--- config.mk ---
export PLATFORM = sky130hd
export DESIGN_NAME = alu_rs_flat
export DESIGN_NICKNAME = d
export VERILOG_FILES = /design/src/rtl/alu_rs_if.sv /design/src/rtl/alu_rs.sv /design/src/flat_wrapper.sv
export SDC_FILE = /design/constraint.sdc
export NUM_CORES = 2
export LEC_CHECK = 0
export ABC_CLOCK_PERIOD_IN_PS = 11290
export CAP_MARGIN = 40
export CORE_MARGIN = 2
export CORE_UTILIZATION = 45
export DETAILED_ROUTE_END_ITERATION = 10
export PLACE_DENSITY = 0.74
export SYNTH_ARGS = -nofsm -noshare
export SYNTH_HDL_FRONTEND = slang
export SYNTH_SLANG_ARGS = --single-unit
export TNS_END_PERCENT = 1
--- constraint.sdc ---
create_clock -name clk -period 11.29 [get_ports clk]
set_clock_uncertainty 0.2 [all_clocks]
set_input_delay 2.258 -clock clk [delete_from_list [all_inputs] [get_ports clk]]
set_output_delay 2.258 -clock clk [all_outputs]
set_load 0.05 [all_outputs]
--- src/rtl/alu_rs_if.sv ---
// Dispatch, common-data-bus and ALU-issue signal bundle for the ALU reservation station.
// The master side is the dispatcher/broadcasters/ALU, the slave side is the station.
interface alu_rs_if #(
  parameter int ROB_W = 4
);
  logic             iss_valid;
  logic [6:0]       iss_opcode;
  logic [2:0]       iss_funct3;
  logic             iss_funct7;
  logic [31:0]      iss_imm;
  logic [31:0]      iss_pc;
  logic [ROB_W-1:0] iss_rob_pos;
  logic             iss_q1_rdy;
  logic [31:0]      iss_v1;
  logic [ROB_W-1:0] iss_q1;
  logic             iss_q2_rdy;
  logic [31:0]      iss_v2;
  logic [ROB_W-1:0] iss_q2;

  logic             alu_cdb_valid;
  logic [ROB_W-1:0] alu_cdb_rob;
  logic [31:0]      alu_cdb_val;
  logic             lsb_cdb_valid;
  logic [ROB_W-1:0] lsb_cdb_rob;
  logic [31:0]      lsb_cdb_val;

  logic             rs_full;

  logic             alu_en;
  logic [6:0]       alu_opcode;
  logic [2:0]       alu_funct3;
  logic             alu_funct7;
  logic [31:0]      alu_val1;
  logic [31:0]      alu_val2;
  logic [31:0]      alu_imm;
  logic [ROB_W-1:0] alu_rob_pos;
  logic [31:0]      alu_pc;

  modport master (
    output iss_valid, iss_opcode, iss_funct3, iss_funct7, iss_imm, iss_pc, iss_rob_pos,
    output iss_q1_rdy, iss_v1, iss_q1, iss_q2_rdy, iss_v2, iss_q2,
    output alu_cdb_valid, alu_cdb_rob, alu_cdb_val, lsb_cdb_valid, lsb_cdb_rob, lsb_cdb_val,
    input  rs_full,
    input  alu_en, alu_opcode, alu_funct3, alu_funct7, alu_val1, alu_val2, alu_imm,
    input  alu_rob_pos, alu_pc
  );

  modport slave (
    input  iss_valid, iss_opcode, iss_funct3, iss_funct7, iss_imm, iss_pc, iss_rob_pos,
    input  iss_q1_rdy, iss_v1, iss_q1, iss_q2_rdy, iss_v2, iss_q2,
    input  alu_cdb_valid, alu_cdb_rob, alu_cdb_val, lsb_cdb_valid, lsb_cdb_rob, lsb_cdb_val,
    output rs_full,
    output alu_en, alu_opcode, alu_funct3, alu_funct7, alu_val1, alu_val2, alu_imm,
    output alu_rob_pos, alu_pc
  );
endinterface

--- src/rtl/alu_rs.sv ---
// ALU reservation station: holds dispatched ops until both operands are captured from
// the CDBs, then issues the lowest-index ready entry to the ALU, one per cycle.
module alu_rs #(
  parameter int RS_SIZE = 8,
  parameter int ROB_W   = 4
) (
  input  logic     clk,
  input  logic     rst,
  input  logic     rdy,
  input  logic     rollback,
  alu_rs_if.slave  rs
);
  localparam int IDX_W = (RS_SIZE > 1) ? $clog2(RS_SIZE) : 1;

  logic [RS_SIZE-1:0] busy;
  logic [RS_SIZE-1:0] r1;
  logic [RS_SIZE-1:0] r2;
  logic [RS_SIZE-1:0] ready;
  logic [6:0]         opcode  [RS_SIZE];
  logic [2:0]         funct3  [RS_SIZE];
  logic               funct7  [RS_SIZE];
  logic [31:0]        imm     [RS_SIZE];
  logic [31:0]        pc      [RS_SIZE];
  logic [ROB_W-1:0]   rob_pos [RS_SIZE];
  logic [31:0]        v1      [RS_SIZE];
  logic [31:0]        v2      [RS_SIZE];
  logic [ROB_W-1:0]   q1      [RS_SIZE];
  logic [ROB_W-1:0]   q2      [RS_SIZE];

  logic [RS_SIZE-1:0] w1_hit;
  logic [RS_SIZE-1:0] w2_hit;
  logic [31:0]        w1_val [RS_SIZE];
  logic [31:0]        w2_val [RS_SIZE];
  logic               d_hit1, d_hit2;
  logic [31:0]        d_val1, d_val2;
  logic               d_r1, d_r2;
  logic [31:0]        d_v1, d_v2;

  logic [IDX_W-1:0]   free_idx;
  logic [IDX_W-1:0]   issue_idx;
  logic               issue_any;
  logic               step_en;
  logic               dispatch_en;

  // Tag match against both broadcast buses; the ALU bus wins a same-tag collision.
  function automatic logic [32:0] snoop(
    input logic [ROB_W-1:0] q,
    input logic             a_valid,
    input logic [ROB_W-1:0] a_rob,
    input logic [31:0]      a_val,
    input logic             l_valid,
    input logic [ROB_W-1:0] l_rob,
    input logic [31:0]      l_val
  );
    if (a_valid && (a_rob == q))      return {1'b1, a_val};
    else if (l_valid && (l_rob == q)) return {1'b1, l_val};
    else                              return {1'b0, 32'h0};
  endfunction

  assign step_en     = rdy && !rollback;
  assign ready       = busy & r1 & r2;
  assign rs.rs_full  = &busy;
  assign dispatch_en = step_en && rs.iss_valid && !rs.rs_full;

  always_comb begin
    free_idx  = '0;
    issue_idx = '0;
    issue_any = 1'b0;
    for (int i = RS_SIZE - 1; i >= 0; i--) begin
      if (!busy[i]) free_idx = IDX_W'(i);
      if (ready[i]) begin
        issue_idx = IDX_W'(i);
        issue_any = 1'b1;
      end
    end
  end

  always_comb begin
    w1_hit = '0;
    w2_hit = '0;
    for (int i = 0; i < RS_SIZE; i++) begin
      {w1_hit[i], w1_val[i]} = snoop(q1[i], rs.alu_cdb_valid, rs.alu_cdb_rob, rs.alu_cdb_val,
                                     rs.lsb_cdb_valid, rs.lsb_cdb_rob, rs.lsb_cdb_val);
      {w2_hit[i], w2_val[i]} = snoop(q2[i], rs.alu_cdb_valid, rs.alu_cdb_rob, rs.alu_cdb_val,
                                     rs.lsb_cdb_valid, rs.lsb_cdb_rob, rs.lsb_cdb_val);
    end
    {d_hit1, d_val1} = snoop(rs.iss_q1, rs.alu_cdb_valid, rs.alu_cdb_rob, rs.alu_cdb_val,
                             rs.lsb_cdb_valid, rs.lsb_cdb_rob, rs.lsb_cdb_val);
    {d_hit2, d_val2} = snoop(rs.iss_q2, rs.alu_cdb_valid, rs.alu_cdb_rob, rs.alu_cdb_val,
                             rs.lsb_cdb_valid, rs.lsb_cdb_rob, rs.lsb_cdb_val);
    d_r1 = rs.iss_q1_rdy || d_hit1;
    d_r2 = rs.iss_q2_rdy || d_hit2;
    d_v1 = rs.iss_q1_rdy ? rs.iss_v1 : d_val1;
    d_v2 = rs.iss_q2_rdy ? rs.iss_v2 : d_val2;
  end

  // Control state and issue register: busy bits and alu_* outputs.
  always_ff @(posedge clk or posedge rst) begin
    if (rst) begin
      busy           <= '0;
      rs.alu_en      <= 1'b0;
      rs.alu_opcode  <= '0;
      rs.alu_funct3  <= '0;
      rs.alu_funct7  <= 1'b0;
      rs.alu_val1    <= '0;
      rs.alu_val2    <= '0;
      rs.alu_imm     <= '0;
      rs.alu_rob_pos <= '0;
      rs.alu_pc      <= '0;
    end else if (rdy) begin
      if (rollback) begin
        busy      <= '0;
        rs.alu_en <= 1'b0;
      end else begin
        rs.alu_en <= issue_any;
        if (issue_any) begin
          busy[issue_idx] <= 1'b0;
          rs.alu_opcode   <= opcode[issue_idx];
          rs.alu_funct3   <= funct3[issue_idx];
          rs.alu_funct7   <= funct7[issue_idx];
          rs.alu_val1     <= v1[issue_idx];
          rs.alu_val2     <= v2[issue_idx];
          rs.alu_imm      <= imm[issue_idx];
          rs.alu_rob_pos  <= rob_pos[issue_idx];
          rs.alu_pc       <= pc[issue_idx];
        end
        if (dispatch_en) busy[free_idx] <= 1'b1;
      end
    end
  end

  // Entry payload: operand wakeup and dispatch write; meaningless while busy is clear.
  always_ff @(posedge clk) begin
    if (step_en) begin
      for (int i = 0; i < RS_SIZE; i++) begin
        if (busy[i] && !r1[i] && w1_hit[i]) begin
          v1[i] <= w1_val[i];
          r1[i] <= 1'b1;
        end
        if (busy[i] && !r2[i] && w2_hit[i]) begin
          v2[i] <= w2_val[i];
          r2[i] <= 1'b1;
        end
      end
      if (dispatch_en) begin
        opcode[free_idx]  <= rs.iss_opcode;
        funct3[free_idx]  <= rs.iss_funct3;
        funct7[free_idx]  <= rs.iss_funct7;
        imm[free_idx]     <= rs.iss_imm;
        pc[free_idx]      <= rs.iss_pc;
        rob_pos[free_idx] <= rs.iss_rob_pos;
        q1[free_idx]      <= rs.iss_q1;
        q2[free_idx]      <= rs.iss_q2;
        v1[free_idx]      <= d_v1;
        v2[free_idx]      <= d_v2;
        r1[free_idx]      <= d_r1;
        r2[free_idx]      <= d_r2;
      end
    end
  end
endmodule

--- src/flat_wrapper.sv ---
// flat-port wrapper written by rule: the top's interface ports become plain ports
module alu_rs_flat 
#(
  parameter int RS_SIZE = 8,
  parameter int ROB_W   = 4
)
  (clk, rst, rdy, rollback, rs_iss_valid, rs_iss_opcode, rs_iss_funct3, rs_iss_funct7, rs_iss_imm, rs_iss_pc, rs_iss_rob_pos, rs_iss_q1_rdy, rs_iss_v1, rs_iss_q1, rs_iss_q2_rdy, rs_iss_v2, rs_iss_q2, rs_alu_cdb_valid, rs_alu_cdb_rob, rs_alu_cdb_val, rs_lsb_cdb_valid, rs_lsb_cdb_rob, rs_lsb_cdb_val, rs_rs_full, rs_alu_en, rs_alu_opcode, rs_alu_funct3, rs_alu_funct7, rs_alu_val1, rs_alu_val2, rs_alu_imm, rs_alu_rob_pos, rs_alu_pc);
  alu_rs_if #(.ROB_W(ROB_W)) rs_i ();
  input  logic clk;
  input  logic rst;
  input  logic rdy;
  input  logic rollback;
  input wire logic [$bits(rs_i.iss_valid)-1:0] rs_iss_valid;
  input wire logic [$bits(rs_i.iss_opcode)-1:0] rs_iss_opcode;
  input wire logic [$bits(rs_i.iss_funct3)-1:0] rs_iss_funct3;
  input wire logic [$bits(rs_i.iss_funct7)-1:0] rs_iss_funct7;
  input wire logic [$bits(rs_i.iss_imm)-1:0] rs_iss_imm;
  input wire logic [$bits(rs_i.iss_pc)-1:0] rs_iss_pc;
  input wire logic [$bits(rs_i.iss_rob_pos)-1:0] rs_iss_rob_pos;
  input wire logic [$bits(rs_i.iss_q1_rdy)-1:0] rs_iss_q1_rdy;
  input wire logic [$bits(rs_i.iss_v1)-1:0] rs_iss_v1;
  input wire logic [$bits(rs_i.iss_q1)-1:0] rs_iss_q1;
  input wire logic [$bits(rs_i.iss_q2_rdy)-1:0] rs_iss_q2_rdy;
  input wire logic [$bits(rs_i.iss_v2)-1:0] rs_iss_v2;
  input wire logic [$bits(rs_i.iss_q2)-1:0] rs_iss_q2;
  input wire logic [$bits(rs_i.alu_cdb_valid)-1:0] rs_alu_cdb_valid;
  input wire logic [$bits(rs_i.alu_cdb_rob)-1:0] rs_alu_cdb_rob;
  input wire logic [$bits(rs_i.alu_cdb_val)-1:0] rs_alu_cdb_val;
  input wire logic [$bits(rs_i.lsb_cdb_valid)-1:0] rs_lsb_cdb_valid;
  input wire logic [$bits(rs_i.lsb_cdb_rob)-1:0] rs_lsb_cdb_rob;
  input wire logic [$bits(rs_i.lsb_cdb_val)-1:0] rs_lsb_cdb_val;
  output wire logic [$bits(rs_i.rs_full)-1:0] rs_rs_full;
  output wire logic [$bits(rs_i.alu_en)-1:0] rs_alu_en;
  output wire logic [$bits(rs_i.alu_opcode)-1:0] rs_alu_opcode;
  output wire logic [$bits(rs_i.alu_funct3)-1:0] rs_alu_funct3;
  output wire logic [$bits(rs_i.alu_funct7)-1:0] rs_alu_funct7;
  output wire logic [$bits(rs_i.alu_val1)-1:0] rs_alu_val1;
  output wire logic [$bits(rs_i.alu_val2)-1:0] rs_alu_val2;
  output wire logic [$bits(rs_i.alu_imm)-1:0] rs_alu_imm;
  output wire logic [$bits(rs_i.alu_rob_pos)-1:0] rs_alu_rob_pos;
  output wire logic [$bits(rs_i.alu_pc)-1:0] rs_alu_pc;
  assign rs_i.iss_valid = rs_iss_valid;
  assign rs_i.iss_opcode = rs_iss_opcode;
  assign rs_i.iss_funct3 = rs_iss_funct3;
  assign rs_i.iss_funct7 = rs_iss_funct7;
  assign rs_i.iss_imm = rs_iss_imm;
  assign rs_i.iss_pc = rs_iss_pc;
  assign rs_i.iss_rob_pos = rs_iss_rob_pos;
  assign rs_i.iss_q1_rdy = rs_iss_q1_rdy;
  assign rs_i.iss_v1 = rs_iss_v1;
  assign rs_i.iss_q1 = rs_iss_q1;
  assign rs_i.iss_q2_rdy = rs_iss_q2_rdy;
  assign rs_i.iss_v2 = rs_iss_v2;
  assign rs_i.iss_q2 = rs_iss_q2;
  assign rs_i.alu_cdb_valid = rs_alu_cdb_valid;
  assign rs_i.alu_cdb_rob = rs_alu_cdb_rob;
  assign rs_i.alu_cdb_val = rs_alu_cdb_val;
  assign rs_i.lsb_cdb_valid = rs_lsb_cdb_valid;
  assign rs_i.lsb_cdb_rob = rs_lsb_cdb_rob;
  assign rs_i.lsb_cdb_val = rs_lsb_cdb_val;
  assign rs_rs_full = rs_i.rs_full;
  assign rs_alu_en = rs_i.alu_en;
  assign rs_alu_opcode = rs_i.alu_opcode;
  assign rs_alu_funct3 = rs_i.alu_funct3;
  assign rs_alu_funct7 = rs_i.alu_funct7;
  assign rs_alu_val1 = rs_i.alu_val1;
  assign rs_alu_val2 = rs_i.alu_val2;
  assign rs_alu_imm = rs_i.alu_imm;
  assign rs_alu_rob_pos = rs_i.alu_rob_pos;
  assign rs_alu_pc = rs_i.alu_pc;
  alu_rs #(.RS_SIZE(RS_SIZE), .ROB_W(ROB_W)) u_core (.clk(clk), .rst(rst), .rdy(rdy), .rollback(rollback), .rs(rs_i));
endmodule
==> Word-level counts from Yosys, hierarchy flattened <==
Memories as Yosys holds them, arrays and structs flattened. A register that Yosys moved wholly into a read port is not among the register bits.
Index checks and enable logic that the tools add are counted.
W data, S select, Z words.
{ "totals": {"output_inout_bits": 145, "reg_bits": 25, "input_bits": 232, "mem_count": 10, "mem_bits_ro": 0, "wordCells": 314, "latch_bits": 0, "mem_bits_rw": 1208} }
{ "mem_list": {"columns": ["memory", "depth", "width", "rd", "rd_clocked_by_memory_dff", "write_ports", "line", "source"], "rows": [
  ["u_core.imm", 8, 32, 1, 1, 1, "alu_rs.sv:22", "logic [31:0] imm [RS_SIZE];"],
  ["u_core.pc", 8, 32, 1, 1, 1, "alu_rs.sv:23", "logic [31:0] pc [RS_SIZE];"],
  ["u_core.v1", 8, 32, 1, 1, 9, "alu_rs.sv:25", "logic [31:0] v1 [RS_SIZE];"],
  ["u_core.v2", 8, 32, 1, 1, 9, "alu_rs.sv:26", "logic [31:0] v2 [RS_SIZE];"],
  ["u_core.opcode", 8, 7, 1, 1, 1, "alu_rs.sv:19", "logic [6:0] opcode [RS_SIZE];"],
  ["u_core.q1", 8, 4, 8, 0, 1, "alu_rs.sv:27", "logic [ROB_W-1:0] q1 [RS_SIZE];"],
  ["4 more memories", null, null, null, null, null, null, null]
]} }
{ "op_classes": {"bitwise": 6, "shift": 0, "addsub": 0, "div_mod_pow": 0, "order_cmp": 4, "muxes": 159, "n_eq_ne": 36, "mul": 0, "n_reduce_logical": 95} }
{ "op_table": {"columns": ["operator", "count"], "rows": [
  ["$mux W33", 36],
  ["$eq A4 B4 Y1", 36],
  ["$mux W1", 94],
  ["$logic_and A1 B1 Y1", 73],
  ["$mux W32", 2],
  ["$mux W8", 7],
  ["$mux W3", 16],
  ["$and A8 B8 Y8", 3],
  ["$logic_not A1 Y1", 18],
  ["$bwmux W8", 2],
  ["$lt A3 B4 Y1 const B", 2],
  ["$not A8 Y8", 1],
  ["$or A8 B8 Y8", 1],
  ["$reduce_and A8 Y1", 1],
  ["$demux W1 S3", 2],
  ["$ge A3 B1 Y1 const B", 2],
  ["$reduce_and A3 Y1", 1],
  ["$logic_or A1 B1 Y1", 2],
  ["$not A1 Y1", 1]
]} }

==> Depth between registers and ports, before layout <==
{ "logic_depth": {"depth_word": 22, "depth_mapped": 11} }

==> Worst setup path before layout <==
OpenSTA, ideal clock, no wires.
{ "synth_timing": {"path_type": "input to register", "from": "in rs_alu_cdb_rob[0]", "to": "mem u_core.v1[2][0] (enable)", "path_slack_ps": 5050, "arrival_ps": 5570, "required_ps": 10620, "setup_ps": 470, "path_stages": 5, "path_buffers": 1, "cell_sequence": "buf_4 xor2_1 nor4_4 a31oi_1 o31ai_1"} }
{ "synth_rtl": {"columns": ["element", "line", "source"], "rows": [
  ["from (decl)", "flat_wrapper.sv:27", "input wire logic [$bits(rs_i.alu_cdb_rob)-1:0] rs_alu_cdb_rob;"],
  ["to (decl)", "alu_rs.sv:25", null]
]} }

==> Final worst setup path <==
{ "layout_timing": {"from": "in rollback", "to": "mem u_core.pc[3][4] (enable)"} }
{ "layout_via": {"elab_chain_cells": 7} }
{ "layout_lines": {"columns": ["element", "line", "source"], "rows": [
  ["from (decl)", "flat_wrapper.sv:12", "input logic rollback;"],
  ["$logic_not A1 Y1 *", "alu_rs.sv:60", "assign step_en = rdy && !rollback;"],
  ["$logic_and A1 B1 Y1 *", "alu_rs.sv:60", null],
  ["$logic_and A1 B1 Y1 (2 in a row)", "alu_rs.sv:63", "assign dispatch_en = step_en && rs.iss_valid && !rs.rs_full;"],
  ["$mux W1", "alu_rs.sv:145", "if (dispatch_en) begin"],
  ["$mux W1 *", "alu_rs.sv:134", "if (step_en) begin"],
  ["$mux W1 (not written as such) *", "alu_rs.sv:150", "pc[free_idx] <= rs.iss_pc;"],
  ["to (decl)", "alu_rs.sv:23", null]
]} }
Every way passes the cells marked *; elsewhere a longest branch is shown, timed or not.

==> flow_summary.rst <==
.. list-table::
   :header-rows: 1

   * - Metric
     - Value
   * - Clock-pin slew on the worst setup and hold paths
     - around 0.050 ns
   * - TritonCTS clock tree
     - built
   * - Global-route wire length before repair
     - 328.8 mm
   * - Biggest fanout along the worst timing path
     - 43
   * - Required @ worst endpoint
     - ~12 ns
   * - Top-Level Pins
     - 377
   * - Horiz. Die Dim
     - 382.9 um
   * - Starting density of the core
     - roughly 45%
   * - Unique cell type count in the Yosys netlist
     - 69
   * - All-Layer GR Usage
     - between 30 and 40%
   * - Cell repeated most along the worst path
     - sky130_fd_sc_hd__buf_4
   * - Fraction of final layout cells sized beyond drive strength 1
     - 11.98%
   * - Period Utilization, post-route
     - 52.18%
   * - Worst Hold Slack
     - 0.2887 ns
   * - Total of max-cap violations
     - 0
   * - Hold Buf Count CTS
     - 0
   * - P_leak
     - 23.79 nW
   * - Most common library cell in the layout ignoring fill and taps
     - sky130_fd_sc_hd__edfxtp_1
   * - Worst slew slack as a fraction of its limit
     - 19.22%
   * - Power density normalized to cell area
     - 184.1 nW/um^2
   * - Half-perimeter wire length of the detailed placement result
     - approximately 130 mm
   * - Antenna violations before repair
     - 27
   * - Wire length per cell
     - ~34 um
   * - Num CTS Buffers
     - 148
   * - Count of placed standard cells including taps
     - 6,571
   * - Avg Synthesized Cell Area
     - 13.75 sq um
   * - Row Count
     - 139
   * - Area Growth Syn to Fin
     - 16.37%
   * - Clock Sinks
     - ~1,400
   * - Insertion delay to the later sink of the worst-skew pair
     - roughly 0.80 ns
   * - Post-Syn Area
     - 64,600 sq um
   * - Fin Setup TNS
     - 0 ns
   * - Commonest cells after routing, fill and taps aside
     - sky130_fd_sc_hd__edfxtp_1, sky130_fd_sc_hd__o22ai_1, sky130_fd_sc_hd__mux2i_1
   * - Buffer levels on the longest clock path
     - 3
   * - Fillcell total
     - between 10,000 and 15,000
   * - Post-Synthesis Net Count
     - 4,931
   * - Hold violation count in the final report
     - 0
   * - CP max-delay cell
     - sky130_fd_sc_hd__inv_4
   * - RSZ-0062 raised after global routing
     - no
   * - Worst slew pin tran
     - 1.212 ns
   * - Outcome
     - finished, final reports clean
   * - Number of warning messages in the yosys log
     - 0
   * - Maximum ir drop on the vdd rail
     - 158.2 uV
   * - Final Routed Wirelength
     - 233.0 mm
   * - DR DRC count
     - 0
   * - Cell count after synthesis
     - 4,699
   * - Vias in the first global route
     - 47,580
   * - Pins over their slew limit
     - 0
   * - Crit Path Category
     - input pin to flip-flop
   * - Chip Height
     - around 380 um
   * - Sort of element at the start of the critical path
     - input pin
   * - Number of enable flip-flop cells after synthesis
     - 1,224
   * - CORE AREA
     - about 140,000 sq um
   * - Total number of vias
     - 48,420
   * - Dominant synthesized flop cell
     - sky130_fd_sc_hd__edfxtp_1
   * - H-tree levels
     - 4
   * - First-pass DRT Iterations
     - 10
   * - Total congestion overflow
     - 0
   * - Largest net degree at the start of global routing
     - 157
   * - Resized Gates After CTS
     - 0
   * - Cell-by-cell listing of the critical path
     - clkdlybuf4s50_1 > nand2b_4 > inv_1 > buf_4 > nand4_4 > or3_2 > buf_4 > inv_4 > buf_4 > buf_16
   * - Number of failing setup endpoints in the final timing report
     - 0
   * - Clock tree root driver cell
     - sky130_fd_sc_hd__clkbuf_16
   * - Sort of element at the end of the critical path
     - flip-flop
   * - Post-layout nets
     - 5,050
   * - Post-layout instance count excluding filler cells
     - 6,861
   * - Antenna Violating Nets Remaining
     - 0
   * - #FFs+latches synth
     - 1,376
   * - Share of async-settable or async-resettable flops after synthesis
     - about 11%
   * - Sequential area share after synthesis
     - 62.78%
   * - Routed via count divided by cell count
     - 7.057
   * - Drt initial violations
     - 8,215
   * - Achievable clock frequency
     - 0.1697 GHz
   * - Delay of the slowest cell on the worst path
     - 0.75 ns
   * - Worst path arrival time
     - 6.14 ns
   * - Final estimated routing congestion in global placement
     - around 0.93
   * - Total Die Area
     - 146,600 sq um
   * - # port buffers
     - 376
   * - Post-CTS setup buffer count
     - 0
   * - Classification of the worst-slack hold path
     - flip-flop to flip-flop
   * - Minimum period implied by the final worst setup slack
     - 5.891 ns
==> area by class of cell <==
| type | count | area, sq um | share of cell area (%) |
|---|---|---|---|
| diodes | 15 | 37.54 | 0.04993 |
| clock buffers | 210 | 4109 | 5.466 |
| clock inverters | 65 | 894.6 | 1.190 |
| inverters | 48 | 207.7 | 0.2763 |
| multi-input cells | 2707 | 21420 | 28.50 |
| flip-flops and latches | 1376 | 40560 | 53.95 |
| well taps | 1903 | 2381 | 3.167 |
| repair buffers | 537 | 5565 | 7.403 |
==> cell usage after synthesis, types with 4 or more instances <==
library cell / n / share of area, %
sky130_fd_sc_hd__a211oi_1: 218 / 2.5
sky130_fd_sc_hd__a21boi_0: 49 / 0.57
sky130_fd_sc_hd__a21boi_1: 5 / 0.058
sky130_fd_sc_hd__a21o_1: 16 / 0.19
sky130_fd_sc_hd__a21oi_1: 44 / 0.34
sky130_fd_sc_hd__a221oi_1: 34 / 0.46
sky130_fd_sc_hd__a222oi_1: 143 / 2.2
sky130_fd_sc_hd__a22o_1: 163 / 2.2
sky130_fd_sc_hd__a22oi_1: 97 / 1.1
sky130_fd_sc_hd__a31o_2: 12 / 0.16
sky130_fd_sc_hd__a31oi_1: 68 / 0.66
sky130_fd_sc_hd__a32oi_1: 54 / 0.73
sky130_fd_sc_hd__and2_1: 6 / 0.058
sky130_fd_sc_hd__and3_1: 10 / 0.097
sky130_fd_sc_hd__buf_1: 80 / 0.46
sky130_fd_sc_hd__buf_2: 217 / 1.7
sky130_fd_sc_hd__buf_4: 30 / 0.35
sky130_fd_sc_hd__buf_6: 18 / 0.31
sky130_fd_sc_hd__clkbuf_1: 223 / 1.3
sky130_fd_sc_hd__dfrtp_1: 152 / 5.9
sky130_fd_sc_hd__edfxtp_1: 1224 / 57
sky130_fd_sc_hd__inv_1: 46 / 0.27
sky130_fd_sc_hd__mux2i_1: 512 / 7.9
sky130_fd_sc_hd__nand2_1: 84 / 0.49
sky130_fd_sc_hd__nand2b_1: 4 / 0.039
sky130_fd_sc_hd__nand3_1: 8 / 0.062
sky130_fd_sc_hd__nand3_2: 5 / 0.077
sky130_fd_sc_hd__nand4b_1: 12 / 0.16
sky130_fd_sc_hd__nor2_1: 124 / 0.72
sky130_fd_sc_hd__nor2_2: 5 / 0.048
sky130_fd_sc_hd__nor3_1: 22 / 0.17
sky130_fd_sc_hd__nor4_4: 13 / 0.43
sky130_fd_sc_hd__o211a_1: 12 / 0.19
sky130_fd_sc_hd__o211ai_1: 5 / 0.058
sky130_fd_sc_hd__o21ai_0: 98 / 0.76
sky130_fd_sc_hd__o21ai_1: 32 / 0.25
sky130_fd_sc_hd__o21ai_2: 62 / 0.84
sky130_fd_sc_hd__o22ai_1: 513 / 5.0
sky130_fd_sc_hd__o2bb2ai_1: 31 / 0.42
sky130_fd_sc_hd__o31ai_1: 6 / 0.070
sky130_fd_sc_hd__o31ai_2: 60 / 1.2
sky130_fd_sc_hd__xnor2_1: 36 / 0.49
sky130_fd_sc_hd__xor2_1: 108 / 1.5
==> state kept, by name (all words and copies together) (netlist names) <==
register,cells
u_core.rs.alu_funct3,3
u_core.funct3,24
u_core.rs.alu_val1,32
u_core.pc,256
u_core.rs.alu_imm,32
u_core.rs.alu_pc,32
u_core.r2,8
u_core.r1,8
u_core.rs.alu_val2,32
u_core.rs.alu_en,1
u_core.rs.alu_rob_pos,4
u_core.v2,256
u_core.q1,32
u_core.opcode,56
u_core.rob_pos,32
u_core.q2,32
u_core.rs.alu_funct7,1
u_core.v1,256
u_core.rs.alu_opcode,7
u_core.funct7,8
u_core.imm,256
u_core.busy,8
==> path summary, 6_finish.rpt <==
| kind | end | cells past startpoint | startpoint | slack (ns) |
|---|---|---|---|---|
| worst min register to register | u_core.rs.alu_en | 1 | u_core.rs.alu_en | 0.29 |
| worst min-delay path | u_core.rs.alu_en | 1 | u_core.rs.alu_en | 0.29 |
| worst max-delay path | u_core.pc[3][4] | 10 | rollback | 5.40 |
| worst max register to register | u_core.rs.alu_val1[13] | 9 | u_core.busy[0] | 6.68 |
| min in group asynchronous | u_core.rs.alu_pc[17] | 2 | rst | 1.75 |
| max in group asynchronous | u_core.rs.alu_val2[3] | 4 | rst | 7.96 |
==> power breakdown <==
group / switching, mW / internal, mW
sequential: 0.285 / 5.83
clock: 2.08 / 2.93
combinational: 1.86 / 0.866
==> per-stage QoR <==
step                instance area (sq um)  util, %  setup WS (ns)  power [mW]
floorplan                           64600        -          4.739       7.749
global placement                    69340    48.44          4.545       8.855
detailed placement                  70140    49.00          4.670       8.915
CTS                                 75140    52.50          5.540       13.86
global route                        75150    52.50          5.320       14.20
finish                              75180    52.52          5.399       13.84
==> worst max-delay path: cells and delay by family <==
kind                   cells  cell delay (ns)
AND/OR/NAND/NOR            3             0.87
buffers and inverters      7             2.91
==> kinds of logic after synthesis <==
group	synth area share [%]
DFF	62.78
buffers and inverters	4.383
AOI/OAI and AO/OA	20.25
xor gates and xnor gates	1.952
muxes	7.933
and+or+nand+nor	2.694
==> metal layers <==
metal	routed length [um]	vias up	global-route usage (%)	share of wire [%]
li1	-	19480	-	-
met1	82670	23840	39.29	35
met2	101300	4151	45.46	43
met3	35320	921	11.32	15
met4	13450	28	16.46	5.8
met5	271	-	0.8598	0.12
(Power assumes the default switching activity.)
